### config.mk
export PLATFORM = sky130hd
export DESIGN_NAME = x3q16_mem_responder
export DESIGN_NICKNAME = d
export VERILOG_FILES = /design/src/rtl/x3q16_mem_responder.sv
export SDC_FILE = /design/constraint.sdc
export NUM_CORES = 1
export LEC_CHECK = 0
export CAP_MARGIN = 20
export CORE_ASPECT_RATIO = 0.8
export CORE_MARGIN = 2
export CORE_UTILIZATION = 40
export CTS_CLUSTER_DIAMETER = 60
export CTS_CLUSTER_SIZE = 40
export DETAILED_ROUTE_END_ITERATION = 16
export GPL_TIMING_DRIVEN = 1
export PLACE_DENSITY = 0.76
export SYNTH_ARGS = -nofsm -noshare
export SYNTH_HDL_FRONTEND = slang
export SYNTH_SLANG_ARGS = --single-unit
### constraint.sdc
create_clock -name clk -period 3.75 [get_ports clk]
set_input_delay 0.75 -clock clk [delete_from_list [all_inputs] [get_ports clk]]
set_output_delay 0.75 -clock clk [all_outputs]
set_load 0.01 [all_outputs]
### src/rtl/x3q16_mem_responder.sv
// x3q16 memory responder: owns the program counter and turns core requests into single-word
// req/ack bus transactions, returning each fetched or read word to the core.
module x3q16_mem_responder #(
   parameter logic [15:0] RESET_VECTOR = 16'h0000,
   parameter logic [15:0] PROTECT_BASE = 16'hFF00,
   parameter int unsigned TIMEOUT      = 255
) (
   input  logic        clk,
   input  logic        reset,
   input  logic        request,
   input  logic [1:0]  request_type,
   input  logic [15:0] request_address,
   input  logic [15:0] store_data,
   output logic [15:0] memory_in,
   output logic        memory_ready,
   output logic [15:0] current_address,
   output logic        memory_critical,
   output logic        mem_req,
   output logic        mem_we,
   output logic [15:0] mem_addr,
   output logic [15:0] mem_wdata,
   input  logic        mem_ack,
   input  logic [15:0] mem_rdata
);

   localparam logic [7:0] TimeoutLast = 8'(TIMEOUT - 1);

   typedef enum logic [2:0] {StBoot, StIdle, StWrite, StFetch, StRead} state_e;

   state_e      state_q, state_d;
   logic [15:0] pc_q, pc_d;
   logic [7:0]  cnt_q, cnt_d;
   logic [15:0] memory_in_q, memory_in_d;
   logic        memory_ready_q, memory_ready_d;
   logic [15:0] current_address_q, current_address_d;
   logic        memory_critical_q, memory_critical_d;
   logic        mem_req_q, mem_req_d;
   logic        mem_we_q, mem_we_d;
   logic [15:0] mem_addr_q, mem_addr_d;
   logic [15:0] mem_wdata_q, mem_wdata_d;

   logic ack_now, wait_cycle, expired;

   assign ack_now    = mem_req_q & mem_ack;
   assign wait_cycle = mem_req_q & ~mem_ack;
   // Ack on the expiry cycle takes priority because expired requires no ack.
   assign expired    = wait_cycle & (cnt_q == TimeoutLast);

   always_comb begin
      state_d           = state_q;
      pc_d              = pc_q;
      cnt_d             = cnt_q;
      memory_in_d       = memory_in_q;
      memory_ready_d    = memory_ready_q;
      current_address_d = current_address_q;
      memory_critical_d = 1'b0;
      mem_req_d         = mem_req_q;
      mem_we_d          = mem_we_q;
      mem_addr_d        = mem_addr_q;
      mem_wdata_d       = mem_wdata_q;

      if (wait_cycle) cnt_d = cnt_q + 8'd1;
      if (request && state_q != StIdle) memory_critical_d = 1'b1;

      unique case (state_q)
         StBoot: begin
            mem_req_d  = 1'b1;
            mem_we_d   = 1'b0;
            mem_addr_d = pc_q;
            cnt_d      = 8'd0;
            state_d    = StFetch;
         end
         StIdle: begin
            if (request) begin
               memory_ready_d = 1'b0;
               cnt_d          = 8'd0;
               mem_req_d      = 1'b1;
               mem_we_d       = 1'b0;
               case (request_type)
                  2'b00: begin
                     pc_d       = pc_q + 16'd1;
                     mem_addr_d = pc_q + 16'd1;
                     state_d    = StFetch;
                  end
                  2'b01: begin
                     mem_addr_d = request_address;
                     state_d    = StRead;
                  end
                  2'b10: begin
                     // Protected writes never reach the bus; WRITE then raises the fault.
                     mem_req_d   = (request_address < PROTECT_BASE);
                     mem_we_d    = (request_address < PROTECT_BASE);
                     mem_addr_d  = request_address;
                     mem_wdata_d = store_data;
                     state_d     = StWrite;
                  end
                  2'b11: begin
                     pc_d       = request_address;
                     mem_addr_d = request_address;
                     state_d    = StFetch;
                  end
               endcase
            end
         end
         StWrite: begin
            if (!mem_req_q || ack_now || expired) begin
               memory_critical_d = memory_critical_d | ~ack_now;
               mem_req_d         = 1'b0;
               mem_we_d          = 1'b0;
               pc_d              = pc_q + 16'd1;
               state_d           = StFetch;
            end
         end
         StFetch, StRead: begin
            if (!mem_req_q) begin
               // Second half of a write: the bus saw one idle cycle, now fetch pc.
               mem_req_d  = 1'b1;
               mem_addr_d = pc_q;
               cnt_d      = 8'd0;
            end else if (ack_now || expired) begin
               memory_in_d       = ack_now ? mem_rdata : 16'h0000;
               current_address_d = mem_addr_q;
               memory_critical_d = memory_critical_d | expired;
               mem_req_d         = 1'b0;
               memory_ready_d    = 1'b1;
               state_d           = StIdle;
            end
         end
         default: state_d = StBoot;
      endcase
   end

   always_ff @(posedge clk or negedge reset) begin
      if (!reset) begin
         state_q           <= StBoot;
         pc_q              <= RESET_VECTOR;
         cnt_q             <= 8'd0;
         memory_in_q       <= 16'h0000;
         memory_ready_q    <= 1'b0;
         current_address_q <= 16'hFFFF;
         memory_critical_q <= 1'b0;
         mem_req_q         <= 1'b0;
         mem_we_q          <= 1'b0;
         mem_addr_q        <= 16'h0000;
         mem_wdata_q       <= 16'h0000;
      end else begin
         state_q           <= state_d;
         pc_q              <= pc_d;
         cnt_q             <= cnt_d;
         memory_in_q       <= memory_in_d;
         memory_ready_q    <= memory_ready_d;
         current_address_q <= current_address_d;
         memory_critical_q <= memory_critical_d;
         mem_req_q         <= mem_req_d;
         mem_we_q          <= mem_we_d;
         mem_addr_q        <= mem_addr_d;
         mem_wdata_q       <= mem_wdata_d;
      end
   end

   assign memory_in       = memory_in_q;
   assign memory_ready    = memory_ready_q;
   assign current_address = current_address_q;
   assign memory_critical = memory_critical_q;
   assign mem_req         = mem_req_q;
   assign mem_we          = mem_we_q;
   assign mem_addr        = mem_addr_q;
   assign mem_wdata       = mem_wdata_q;

endmodule

Word-level counts from Yosys, hierarchy flattened
Cells that the tools add are included.
{"block": "classes", "addsub": 2, "bitwise": 7, "muxes": 37, "n_reduce_logical": 23, "n_lt_le_gt_ge": 1, "eq_ne": 15}
{"cell": "$pmux W16 S2", "n": 3}
{"cell": "$mux W16", "n": 5}
{"cell": "$pmux W16 S3", "n": 1}
{"cell": "$mux W8", "n": 3}
{"cell": "$pmux W8 S3", "n": 1}
{"cell": "$add A16 B1 Y16 const B", "n": 1}
{"cell": "$lt A16 B16 Y1 const B", "n": 1}
{"cell": "$reduce_and A3 Y1", "n": 5}
{"cell": "$mux W1", "n": 14}
{"cell": "$mux W3", "n": 4}
{"cell": "$pmux W3 S4", "n": 1}
{"cell": "$reduce_and A4 Y1", "n": 3}
{"cell": "$ne A2 B2 Y1 const B", "n": 5}
{"cell": "$pmux W3 S3", "n": 1}
{"cell": "$add A8 B1 Y8 const B", "n": 1}
{"cell": "$eq A8 B8 Y1 const B", "n": 1}
{"cell": "$eq A3 B2 Y1 const B", "n": 2}
{"cell": "$reduce_bool A3 Y1", "n": 2}
{"cell": "$eq A2 B2 Y1 const B", "n": 2}
{"cell": "$pmux W1 S2", "n": 2}
{"cell": "$pmux W1 S4", "n": 1}
{"cell": "$reduce_bool A2 Y1", "n": 2}
{"cell": "$reduce_bool A4 Y1", "n": 1}
{"cell": "$reduce_or A2 Y1", "n": 2}
{"cell": "other kinds (15)", "n": 21}
{"block": "word_totals", "input_bits": 54, "reg_bits": 95, "word_cells": 96, "out_inout_bits": 68}

Depth between registers and ports, before layout
{"block": "depth", "word_depth": 7, "ltp_mapped": 8, "ltp_nobuf": 6}

Worst setup path before layout
Ideal clock, no wire load.
{"block": "synth_timing", "kind": "in2reg", "start": "input request_type[0]", "end": "register pc_q[0]", "setup_ns": 0.124, "arrival_time_ns": 2.099, "path_buffers": 0, "path_stages": 6, "setup_slack_ns": 1.527, "path_cell_list": "inv_1 -> ha_1 -> nor4bb_1 -> o21ai_1 -> nand2b_1 -> a211o_1"}
{"block": "synth_between", "elab_chain_len": 4}
{"item": "from (decl)", "line_no": "11", "source": "input logic [1:0] request_type,"}
{"item": "$eq A2 B2 Y1 or $logic_not A2 Y1 (tied branches)", "line_no": "79", "source": "case (request_type)"}
{"item": "$pmux W16 S2", "line_no": "79"}
{"item": "$mux W16", "line_no": "74", "source": "if (request) begin"}
{"item": "$pmux W16 S2", "line_no": "65", "source": "unique case (state_q)"}
{"item": "to (signal assigned)", "line_no": "148", "source": "pc_q <= pc_d;"}
{"item": "to (decl)", "line_no": "31", "source": "logic [15:0] pc_q, pc_d;"}
Parallel ways exist; a longest one is shown, timed or not. The select of a mux whose other input is x is not followed.
A chain may end at the register's enable or synchronous reset.

Worst setup path after layout
Ends and elaborated chain as after synthesis.

==> metrics.txt <==
Avg WL per Cell 19.0 um; mux cell area share after synthesis 10.2%; first-pass GRT wire length 23100 um; Final Hold Vio Count 0; total I/O pin count 122; largest net degree at the start of global routing 89; Post-DRT Antenna Nets 0; top-area cell type share of the netlist area 38.5%; cts bufs inserted 9; FF/Latch Area 0.00240 mm2; Core ar. ~0.012 mm2; hpwl dp 10600 um; final WL 14600 um; Synth Area in Simple Gates 15.4%; # DRC 0; Yosys warning total 0; library cells used by synthesis 65; fmax 0.380 GHz; Synth Area in Compound Gates between 10% and 20%; largest cells by area after synthesis dfrtp_1 (39%), dfstp_2 (8.2%), mux2_2 (7.9%); cell with the most instances after synthesis dfrtp_1; clock sink total 95; ANT cells 0; Placed Cells 752; switch share slightly below 40%; dpl cell area 0.00644 mm2; post-layout util a little over half; static leakage roughly 2.7 nW; fill count 1099; Non-Filler Instances between 700 and 800; starting density of the core 41.6%; final instance area 0.00676 mm2; status complete, no violations; deepest clock path buffer count 2; die width 131 um; top cells by count, synth dfrtp_1 (79), mux2_2 (36), nand2_1 (28); sequential fraction of the synthesis area 46.7%; sequential share of power 36.2%; Sum Neg Setup Slack 0 ps; ys flop type dfrtp_1; layout cells sized above 1 16.6%; pwr dens 847 mW/mm2; Hold WS 259 ps; Worst Setup Path Type in2reg; Worst-path clk slew 70 ps; initial antenna violation count 0; Setup Skew approximately 7.3 ps; gr ovfl total 0; combinational fraction of design power 48.1%; Tcrit/Tclk final 70.3%; nets@finish 654; RSZ-0062 raised after global routing no; largest family of logic cells by synthesized area compound AO/OA/AOI/OAI gates; vias in the first global route approximately 4300; H-tree Lvls 3; Post-CTS Hold Buffers 0; minimum clock period 2630 ps; Psw about 2.2 mW; Internal 3.48 mW; Final GP Congestion 0.942; Worst EP required 3990 ps; Synth Area in Adders 1.71%; MaxCap Viol Count 0; Rows 36; GRT Total Usage 21.5%; Post-CTS Setup Bufs 0; Post-Place Setup Slack roughly 740 ps; Worst-Margin Slew 713 ps; clk_lat worst skew 350 ps; CP endpoint kind register; Slew Limit Headroom 52.3%; vias per inst 5.91; Post-Synthesis Cells 487; Syn Nets around 550; clock root buffer clkbuf_16; final slew viol count 0; ys async rst share 100%; Worst Setup Slack, final between 1000 and 1500 ps; Crit Path Max Fanout 12; final setup vio count 0; via count 4543; Worst setup SP type primary input; DRT Pass-1 Iters 5; clock power share ~16%; synthesized flop and latch total 95; Mean Syn Cell Area ~11 um2; maximum vdd drop ~0.31 mV; Initial DRC Count approximately 560; Hold Crit Class in2async; PostCTS Resize Cnt 0; port buffer count 121; area of the mapped netlist 0.00513 mm2; WP data arrival 2880 ps; die height 105 um; Synth Area in XOR/XNOR 1.02%; multi-input logic area between 0.002 and 0.0025 mm2; full die area roughly 0.014 mm2; Post-synth EDFFs 0; Yosys top cell by area dfrtp_1; Tot Pwr 5.72 mW; clock tree from TritonCTS done; Area growth syn-to-layout 31.8%
flip-flops by register name, summed over array words and instances, names as in the netlist:
name,flops
memory_critical,1
memory_in,16
cnt_q,8
mem_req,1
mem_addr,16
mem_wdata,16
state_q,3
memory_ready,1
pc_q,16
mem_we,1
current_address,16
worst max-delay path: stages:
cell	delay (ps)
clkdlybuf4s50_1	510
inv_1	80
ha_1	310
nor4bb_1	260
o21ai_1	140
buf_4	200
nand2b_1	280
a211o_1	340
layout make-up:
| cell class | instances | area share (%) |
|---|---|---|
| Multi-Input combinational cell | 338 | 36.5 |
| Sequential cell | 95 | 35.5 |
| Timing Repair Buffer | 137 | 20.0 |
| Clock buffer | 10 | 3.54 |
| Tap cell | 171 | 3.16 |
| Clock inverter | 6 | 0.759 |
| Inverter | 12 | 0.666 |
power by group through the flow:
stage	Combinational, mW	Sequential [mW]	Clock (mW)
floorplan	1.55	2.03	0
global placement	2.67	2.04	0
detailed placement	2.73	2.08	0
CTS	2.74	2.07	0.912
global route	2.98	2.15	0.958
finish	2.76	2.07	0.895
kinds of logic (layout without fill, tap and decap cells):
| group | Yosys count | count (layout) |
|---|---|---|
| buf+inv | 54 | 165 |
| fa+ha+maj | 7 | 7 |
| xor+xnor | 6 | 6 |
| simple gates | 138 | 138 |
| mux | 48 | 48 |
| flops | 95 | 95 |
| compound gates | 139 | 139 |
cell usage in the layout (no fill, tap or decap), types with 13 or more instances in the layout:
cell type / synthesis / final
o21ai_0: 26 / 26
nor3_1: 13 / 13
clkdlybuf4s50_1: 0 / 120
a211oi_1: 14 / 14
a22o_1: 16 / 16
nor2_1: 19 / 19
nand3_1: 16 / 16
nand2_1: 28 / 28
a21oi_1: 15 / 15
dfrtp_1: 79 / 79
mux2_2: 36 / 36
buf_4: 8 / 16
dfstp_2: 16 / 16
layer usage:
layer | global-route usage, % | wire length [um] | vias up | part of all wire [%]
li1 | - | - | 2058 | -
met1 | 31.0 | 6640 | 2237 | 45
met3 | 6.24 | 1360 | 19 | 9.3
met2 | 31.4 | 6410 | 229 | 44
met5 | 0 | 0 | - | 0
met4 | 6.53 | 238 | 0 | 1.6
path summary, 6_finish.rpt:
check	startpoint	to	slack [ps]	cells past startpoint
worst max-delay path	request_type[0]	pc_q[0]	1120	8
worst min-delay path	reset	pc_q[2]	260	1
worst max register to register	state_q[1]	pc_q[5]	1290	5
worst min register to register	memory_ready	memory_ready	490	2
max in group asynchronous	reset	current_address[0]	2650	3
min in group clk	memory_ready	memory_ready	490	2
(Power assumes the default switching activity.)
